## src/rtl/mul_pipe.sv

```systemverilog
// Three-stage pipelined signed fixed-point multiplier with runtime rounding mode,
// optional saturation, a user sideband tag and a global-stall valid/ready handshake.
module mul_pipe #(
    parameter int WIDTH = 8,
    parameter int FBITS = 4,
    parameter int SAT   = 1,
    parameter int UW    = 1
) (
    input  logic             clk,
    input  logic             rst_n,
    input  logic             in_valid,
    output logic             in_ready,
    input  logic [WIDTH-1:0] a,
    input  logic [WIDTH-1:0] b,
    input  logic [1:0]       rmode,
    input  logic [UW-1:0]    in_user,
    output logic             out_valid,
    input  logic             out_ready,
    output logic [WIDTH-1:0] val,
    output logic             ovf,
    output logic [UW-1:0]    out_user
);

    localparam int PW = 2 * WIDTH;

    logic                    adv;
    logic                    v1, v2, v3;
    logic signed [WIDTH-1:0] a1, b1;
    logic [1:0]              rm1, rm2;
    logic [UW-1:0]           u1, u2;
    logic signed [PW-1:0]    ax, bx, prod_c, prod2;

    logic signed [PW-1:0]    q;
    logic [FBITS-1:0]        r, half;
    logic                    inc;
    logic signed [PW:0]      qr, maxv, minv;
    logic                    res_ovf;
    logic [WIDTH-1:0]        res_val;

    // Whole pipeline advances together; a bubble in S3 absorbs a stall.
    assign adv       = !v3 || out_ready;
    assign in_ready  = adv;
    assign out_valid = v3;

    assign ax     = {{WIDTH{a1[WIDTH-1]}}, a1};
    assign bx     = {{WIDTH{b1[WIDTH-1]}}, b1};
    assign prod_c = ax * bx;

    always_comb begin
        q    = prod2 >>> FBITS;
        r    = prod2[FBITS-1:0];
        half = '0;
        half[FBITS-1] = 1'b1;
        inc  = 1'b0;
        case (rm2)
            2'd0:    inc = 1'b0;
            2'd1:    inc = (r >= half);
            default: inc = (r > half) || ((r == half) && q[0]);
        endcase
        // One extra bit so the rounding increment can never wrap.
        qr   = {q[PW-1], q} + {{PW{1'b0}}, inc};
        maxv = '0;
        maxv[WIDTH-2:0] = '1;
        minv = '1;
        minv[WIDTH-2:0] = '0;
        res_ovf = (qr > maxv) || (qr < minv);
        if (res_ovf && (SAT != 0)) begin
            res_val = qr[PW] ? {1'b1, {(WIDTH-1){1'b0}}} : {1'b0, {(WIDTH-1){1'b1}}};
        end else begin
            res_val = qr[WIDTH-1:0];
        end
    end

    always_ff @(posedge clk) begin
        if (!rst_n) begin
            v1       <= 1'b0;
            v2       <= 1'b0;
            v3       <= 1'b0;
            val      <= '0;
            ovf      <= 1'b0;
            out_user <= '0;
        end else if (adv) begin
            v1 <= in_valid;
            v2 <= v1;
            v3 <= v2;
            if (v2) begin
                val      <= res_val;
                ovf      <= res_ovf;
                out_user <= u2;
            end
        end
    end

    always_ff @(posedge clk) begin
        if (adv) begin
            if (in_valid) begin
                a1  <= a;
                b1  <= b;
                rm1 <= rmode;
                u1  <= in_user;
            end
            if (v1) begin
                prod2 <= prod_c;
                rm2   <= rm1;
                u2    <= u1;
            end
        end
    end

endmodule

```

## config.mk

```make
export PLATFORM = sky130hd
export DESIGN_NAME = mul_pipe
export DESIGN_NICKNAME = d
export VERILOG_FILES = /design/src/rtl/mul_pipe.sv
export SDC_FILE = /design/constraint.sdc
export NUM_CORES = 1
export LEC_CHECK = 0
export BUFFER_PORTS_ARGS = -buffer_cell sky130_fd_sc_hd__buf_2
export CAP_MARGIN = 20
export CORE_MARGIN = 5
export CORE_UTILIZATION = 35
export CTS_BUF_LIST = sky130_fd_sc_hd__clkbuf_4 sky130_fd_sc_hd__clkbuf_8
export DETAILED_ROUTE_END_ITERATION = 7
export GPL_TIMING_DRIVEN = 0
export MAX_ROUTING_LAYER = met4
export PLACE_DENSITY = 0.61
export SETUP_SLACK_MARGIN = 0.1
export SYNTH_ARGS = -nofsm -noshare
export SYNTH_HDL_FRONTEND = slang
export SYNTH_SLANG_ARGS = --single-unit
export TNS_END_PERCENT = 30
```

## constraint.sdc

```tcl
create_clock -name clk -period 4.7 [get_ports clk]
set_input_delay 0.94 -clock clk [delete_from_list [all_inputs] [get_ports clk]]
set_output_delay 0.94 -clock clk [all_outputs]
set_load 0.02 [all_outputs]
```

==> results.cfg, run 1 <==
[placement]
weighted_congestion_reported_at_the_end_of_routability_driven_placement = 0.855
buffer_ports.inserted = 34
place_inst = 641
dp_hpwl_mm = 6.34

[sta]
slew_worst_pin_ns = 0.876
timing_hold_violations_final = 0
finClkSkew_ns = 0.0100
rsz0062_at_grt = true
timing.fmax_mhz = 228
final_min_period_over_clock_period_pct = 93.5
timing.slew.headroom_pct = 41.6
timing.setup.tns_ns = 0
fin_crit_ns = 4.39
setup_violations = 0
slew_viol_final = 0

[synth]
synth.ff_latch_count = 51
synth_common_cells = inv_1, fa_1, and2_1
post_synth_num_cell_types = 45
synth_largest_area_cell = edfxtp_1
synth_async_sr_flop_share_pct = 0
synth_top_cell_area_share_pct = 25.4
avgSynthCellArea_sq_um = 10.3
postSynth.topFlopCell = edfxtp_1
synth_area_sq_mm = 0.00450
number_of_enable_flip_flop_cells_after_synthesis = 38
synth.area.top_cells = edfxtp_1, fa_1, ha_1
post_synthesis_net_count = 544
top_count_cell_post_synth = inv_1
yosys_warnings = 0
post_synth_inst_count = 435
seq_area_frac_synth_pct = 31.1

[floorplan]
start_util_pct = 35.7
fp.coreArea_sq_mm = 0.0126
io_pins = 35
fp.dieW_um = 123
fp-row-count = 41
dieArea_sq_mm = 0.0152
fp.dieH_um = 123

[clock_network]
cts-root-to-sink-buffers = 2
h_tree_level_count = 2
holdBufCountCts = 0
cts.sinks = 51
clk_root_buffer_cell = clkbuf_8
cts_buffers = 5
tritoncts = built
clk_transition_reported_paths_ns = 0.10
clkLatencyLatePin_ns = 0.31

[routing]
avgViaCountPerCell = 4.47
drt-pass1-iter-count = 4
drc_errors = 0
wl_per_cell_um = 11.3
drt_iter0_markers = 109
via_count = 2961
drt-total-wl_mm = 7.50
route.antenna.remaining_nets = 0

[global_routing]
via_count_of_the_first_global_routing_pass = 2909
grt_start_max_net_pins = 21
gr-usage-all-layers_pct = 11.3
antenna_found_initial = 0
overflow = 0
wire_length_of_the_first_global_routing_pass_mm = 13.4

[worst_setup_path]
cp.arrival_ns = 4.47
cp_cell_sequence = nand2b_1, fa_1, fa_1, inv_1, fa_1, inv_1, fa_1, inv_1, ha_1, o21ai_0, o21ai_1, a31o_2, a21oi_1, xnor2_1
timing.critical_path.from_type = register
path_max_fanout = 8
crit_type = reg2reg
cpMaxStageDelayCell = fa_1
slowest_delay_ns = 0.54
worstSetupEndpointType = register
worst-endpoint-required_ns = 4.78
crit_path_frequent_cell = fa_1
regToRegSetupSlack_ns = 0.31

[power_and_ir_drop]
power_per_cell_area_mw_per_mm2 = 482
clock_power_share_pct = 11.2
cellLeakagePower_nw = 2.26
power.share.switching_pct = 41.5
share_seq_of_total_power_pct = 29.2
cell_internal_pwr_w = 0.00144
vdd_ir_drop_max_mv = 0.187
switching_power_w = 0.00102
pwr-share-comb_pct = 59.7

[final_layout]
fin_nets = 599
area_delta_synth_final_pct = 13.5
share_of_post_route_cells_with_drive_strength_above_1_pct = 14.1
post_layout_nonfiller_instances = 663
n_antenna_cell = 0
fill_count = 1269

[run_status]
status = finished clean

[flow_run]
maxCapViolations = 0

[hold_path]
holdCritPathClass = reg2reg
critical path, delay by kind of cell, from the launching register on:
kind,cells,cell delay (ns)
buffers and inverters,3,0.14
AO/OA/AOI/OAI,4,0.81
flip-flops,1,0.49
adder cells (fa/ha/maj),5,2.41
AND/OR/NAND/NOR,1,0.21
XOR/XNOR,1,0.08
sequential cells by signal (all words and copies together) (netlist names), 2 cells and up:
name / flops
b1: 8
val: 8
rm1: 2
prod2: 16
a1: 8
rm2: 2
power by group through the flow:
stage	sequential (W)	combinational (W)	clock, W
2_1_floorplan	0.000727	0.00116	0
3_3_place_gp	0.000729	0.00140	0
3_5_place_dp	0.000731	0.00143	0
4_1_cts	0.000721	0.00144	0.000285
5_1_grt	0.000731	0.00172	0.000299
6_report	0.000718	0.00147	0.000275
cells by family (layout without fill, tap and decap cells):
logic type | after synthesis | after routing | synth area share [%]
and+or+nand+nor | 129 | 129 | 15.7
buffers and inverters | 95 | 151 | 7.93
adders and majority gates | 86 | 86 | 33.1
AOI/OAI and AO/OA | 53 | 53 | 8.01
DFF | 51 | 51 | 31.1
xor gates and xnor gates | 20 | 20 | 3.89
muxes | 1 | 1 | 0.222
through the flow:
stage	util (%)	cell area (sq um)	hold WS (ns)	setup WS [ns]	power [W]
finish	40.5	5110	0.427	0.307	0.00246
global route	40.5	5110	0.435	0.0423	0.00275
CTS	39.5	4980	0.431	0.111	0.00245
detailed placement	38.7	4880	0.406	0.121	0.00216
global placement	38.7	4880	0.404	0.139	0.00213
floorplan	-	4500	0.400	0.438	0.00189
what timing repair did:
action / 4_1_cts / 5_1_grt
gates resized for setup: 0 / 10
setup buffers: 0 / 14
setup endpoints to repair: 0 / 4
placed cells by master (no fill, tap or decap), drive strengths merged, types with 2 or more instances in the layout:
cell type | synthesis | routed
o21a | 4 | 4
ha | 31 | 31
clkbuf | 4 | 10
nand4 | 3 | 3
xnor2 | 14 | 14
fa | 55 | 55
buf | 0 | 48
and2 | 47 | 47
a21oi | 8 | 8
o211a | 3 | 3
nor2 | 20 | 20
o2bb2ai | 5 | 5
o211ai | 3 | 3
o21bai | 2 | 2
nor3b | 4 | 4
o22ai | 2 | 2
dfxtp | 13 | 13
nand4b | 2 | 2
inv | 91 | 92
nor2b | 3 | 3
nand2b | 3 | 3
nand2 | 30 | 30
and4 | 2 | 2
xor2 | 6 | 6
o21ai | 16 | 16
edfxtp | 38 | 38
a21boi | 2 | 2
nand3 | 4 | 4
nor3 | 5 | 5
layer usage:
layer	track usage, %	vias up	part of all wire, %
li1	-	1512	-
met1	14.5	1395	48
met2	18.0	46	47
met3	2.61	8	4.5
met4	3.11	0	1.2
met5	-	-	0
final cells by class:
cell class / instances / area (sq um) / share of cell area (%)
repair buffers: 48 / 275 / 5.39
clock inverters: 2 / 15.0 / 0.294
plain buffers: 4 / 15.0 / 0.294
well taps: 172 / 215 / 4.21
clock buffers: 6 / 82.6 / 1.62
flip-flops and latches: 51 / 1400 / 27.4
inverters: 91 / 342 / 6.69
multi-input cells: 289 / 2760 / 54.1
worst paths after layout:
path / start / endpoint / cells after the start
worst min-delay path: u1 / u2 / 0
worst max register to register: a1[0] / prod2[13] / 14
worst min register to register: u1 / u2 / 0
worst max-delay path: a1[0] / prod2[13] / 14
(Power assumes the default switching activity.)
==> run 2, diff against run 1 <==
--- a/config.mk
+++ b/config.mk
@@ -14,6 +14,7 @@
 export GPL_TIMING_DRIVEN = 0
 export MAX_ROUTING_LAYER = met4
 export PLACE_DENSITY = 0.61
+export RECOVER_POWER = 50
 export SETUP_SLACK_MARGIN = 0.1
 export SYNTH_ARGS = -nofsm -noshare
 export SYNTH_HDL_FRONTEND = slang
==> results.cfg, run 2 (synthesis gave the netlist of run 1 again) <==
[routing]
via_count = 2965
drt_iter0_markers = 105
drc_errors = 0
wl_per_cell_um = 11.3
drt-total-wl_mm = 7.51
drt-pass1-iter-count = 4
route.antenna.remaining_nets = 0
avgViaCountPerCell = 4.47

[placement]
place_inst = 641
weighted_congestion_reported_at_the_end_of_routability_driven_placement = 0.855
pre_cts_ws_ns = 0.121
buffer_ports.inserted = 34
dp_hpwl_mm = 6.34

[floorplan]
start_util_pct = 35.7
dieArea_sq_mm = 0.0152
fp-row-count = 41
fp.dieW_um = 123
fp.dieH_um = 123
io_pins = 35
fp.coreArea_sq_mm = 0.0126

[sta]
final_min_period_over_clock_period_pct = 93.6
timing_hold_violations_final = 0
setup_slack_ns = 0.303
rsz0062_at_grt = true
setup_violations = 0
finClkSkew_ns = 0.0125
timing.slew.headroom_pct = 15.6
timing.fmax_mhz = 227
timing.setup.tns_ns = 0
slew_worst_pin_ns = 1.26
fin_crit_ns = 4.40
slew_viol_final = 0

[clock_network]
cts-root-to-sink-buffers = 2
clkLatencyLatePin_ns = 0.32
clk_root_buffer_cell = clkbuf_8
cts.sinks = 51
tritoncts = built
h_tree_level_count = 2
clk_transition_reported_paths_ns = 0.10
cts_buffers = 5

[final_layout]
register_name_with_the_most_flops = prod2
area_delta_synth_final_pct = 13.1
layout.cells.most_common_list = inv_1, fa_1, and2_1
post_layout_nonfiller_instances = 663
most_common_cell_after_layout_fill_and_taps_aside = inv_1
largest_register_ffs = 16
n_antenna_cell = 0
share_of_post_route_cells_with_drive_strength_above_1_pct = 11.4
fin_nets = 599

[power_and_ir_drop]
switching_power_w = 0.00103
vdd_ir_drop_max_mv = 0.187
share_seq_of_total_power_pct = 29.2
cell_internal_pwr_w = 0.00144
pwr-share-comb_pct = 59.6
cellLeakagePower_nw = 2.21
clock_power_share_pct = 11.3
power.share.switching_pct = 41.7
power_per_cell_area_mw_per_mm2 = 484

[worst_setup_path]
cp.arrival_ns = 4.47
crit_type = reg2reg
regToRegSetupSlack_ns = 0.30
timing.critical_path.from_type = register
worst-endpoint-required_ns = 4.78
path_max_fanout = 8
worstSetupEndpointType = register

[global_routing]
antenna_found_initial = 0
gr-usage-all-layers_pct = 11.3
wire_length_of_the_first_global_routing_pass_mm = 13.4
via_count_of_the_first_global_routing_pass = 2909
grt_start_max_net_pins = 21
overflow = 0

[flow_run]
maxCapViolations = 0

[hold_path]
holdCritPathClass = reg2reg

[run_status]
status = finished clean
-- run 2: cell types whose count changed in the layout (fill, tap and decap cells not counted), sizes merged --
cell | before | now
buf | 48 | 35
clkbuf | 10 | 23
-- run 2: power groups by stage --
stage,clock [W],sequential (W),combinational [W]
2_1_floorplan,0,0.000727,0.00116
3_3_place_gp,0,0.000729,0.00140
3_5_place_dp,0,0.000731,0.00143
4_1_cts,0.000285,0.000721,0.00144
5_1_grt,0.000299,0.000732,0.00171
6_report,0.000277,0.000719,0.00147
-- run 2: timing repair --
action,CTS,global route
gates resized for setup,0,10
hold buffers,0,0
endpoints found under the setup margin,0,4
setup buffers,0,14
endpoints found under the hold margin,0,0
-- run 2: area by class of cell --
| type | instances | area, sq um |
|---|---|---|
| clock inverters | 2 | 15.0 |
| flip-flops and latches | 51 | 1400 |
| well taps | 172 | 215 |
| repair buffers | 48 | 256 |
| fillers | 1277 | 7530 |
| multi-input cells | 289 | 2760 |
| plain buffers | 4 | 15.0 |
| clock buffers | 6 | 82.6 |
| inverters | 91 | 342 |
-- run 2: layer usage --
layer  routed length, um  vias up  track usage [%]
li1                    -     1511                -
met1                3550     1398             14.5
met2                3500       48             18.0
met3                 373        8             2.61
met4                  93        0             3.11
met5                   0        -                -
-- run 2: metrics by stage --
step                      instance area [sq um]  total power [W]  util, %  hold WS (ns)
after global routing                       5090          0.00275     40.3         0.435
after floorplan                            4500          0.00189        -         0.400
after global placement                     4880          0.00213     38.7         0.404
after CTS                                  4980          0.00245     39.5         0.431
final                                      5090          0.00246     40.3         0.427
after detailed placement                   4880          0.00216     38.7         0.406
-- run 2: worst paths after layout --
kind	startpoint	to	cells past startpoint
worst max-delay path	a1[0]	prod2[13]	14
worst max register to register	a1[0]	prod2[13]	14
worst min-delay path	u1	u2	0
worst min register to register	u1	u2	0
-- run 2: critical path, stage by stage (launching register included) --
cell	delay, ns
edfxtp_1	0.49
nand2b_1	0.21
fa_1	0.51
fa_1	0.54
inv_1	0.05
fa_1	0.52
inv_1	0.05
fa_1	0.52
inv_1	0.04
ha_1	0.32
o21ai_0	0.22
o21ai_1	0.16
a31o_2	0.26
a21oi_1	0.17
xnor2_1	0.08
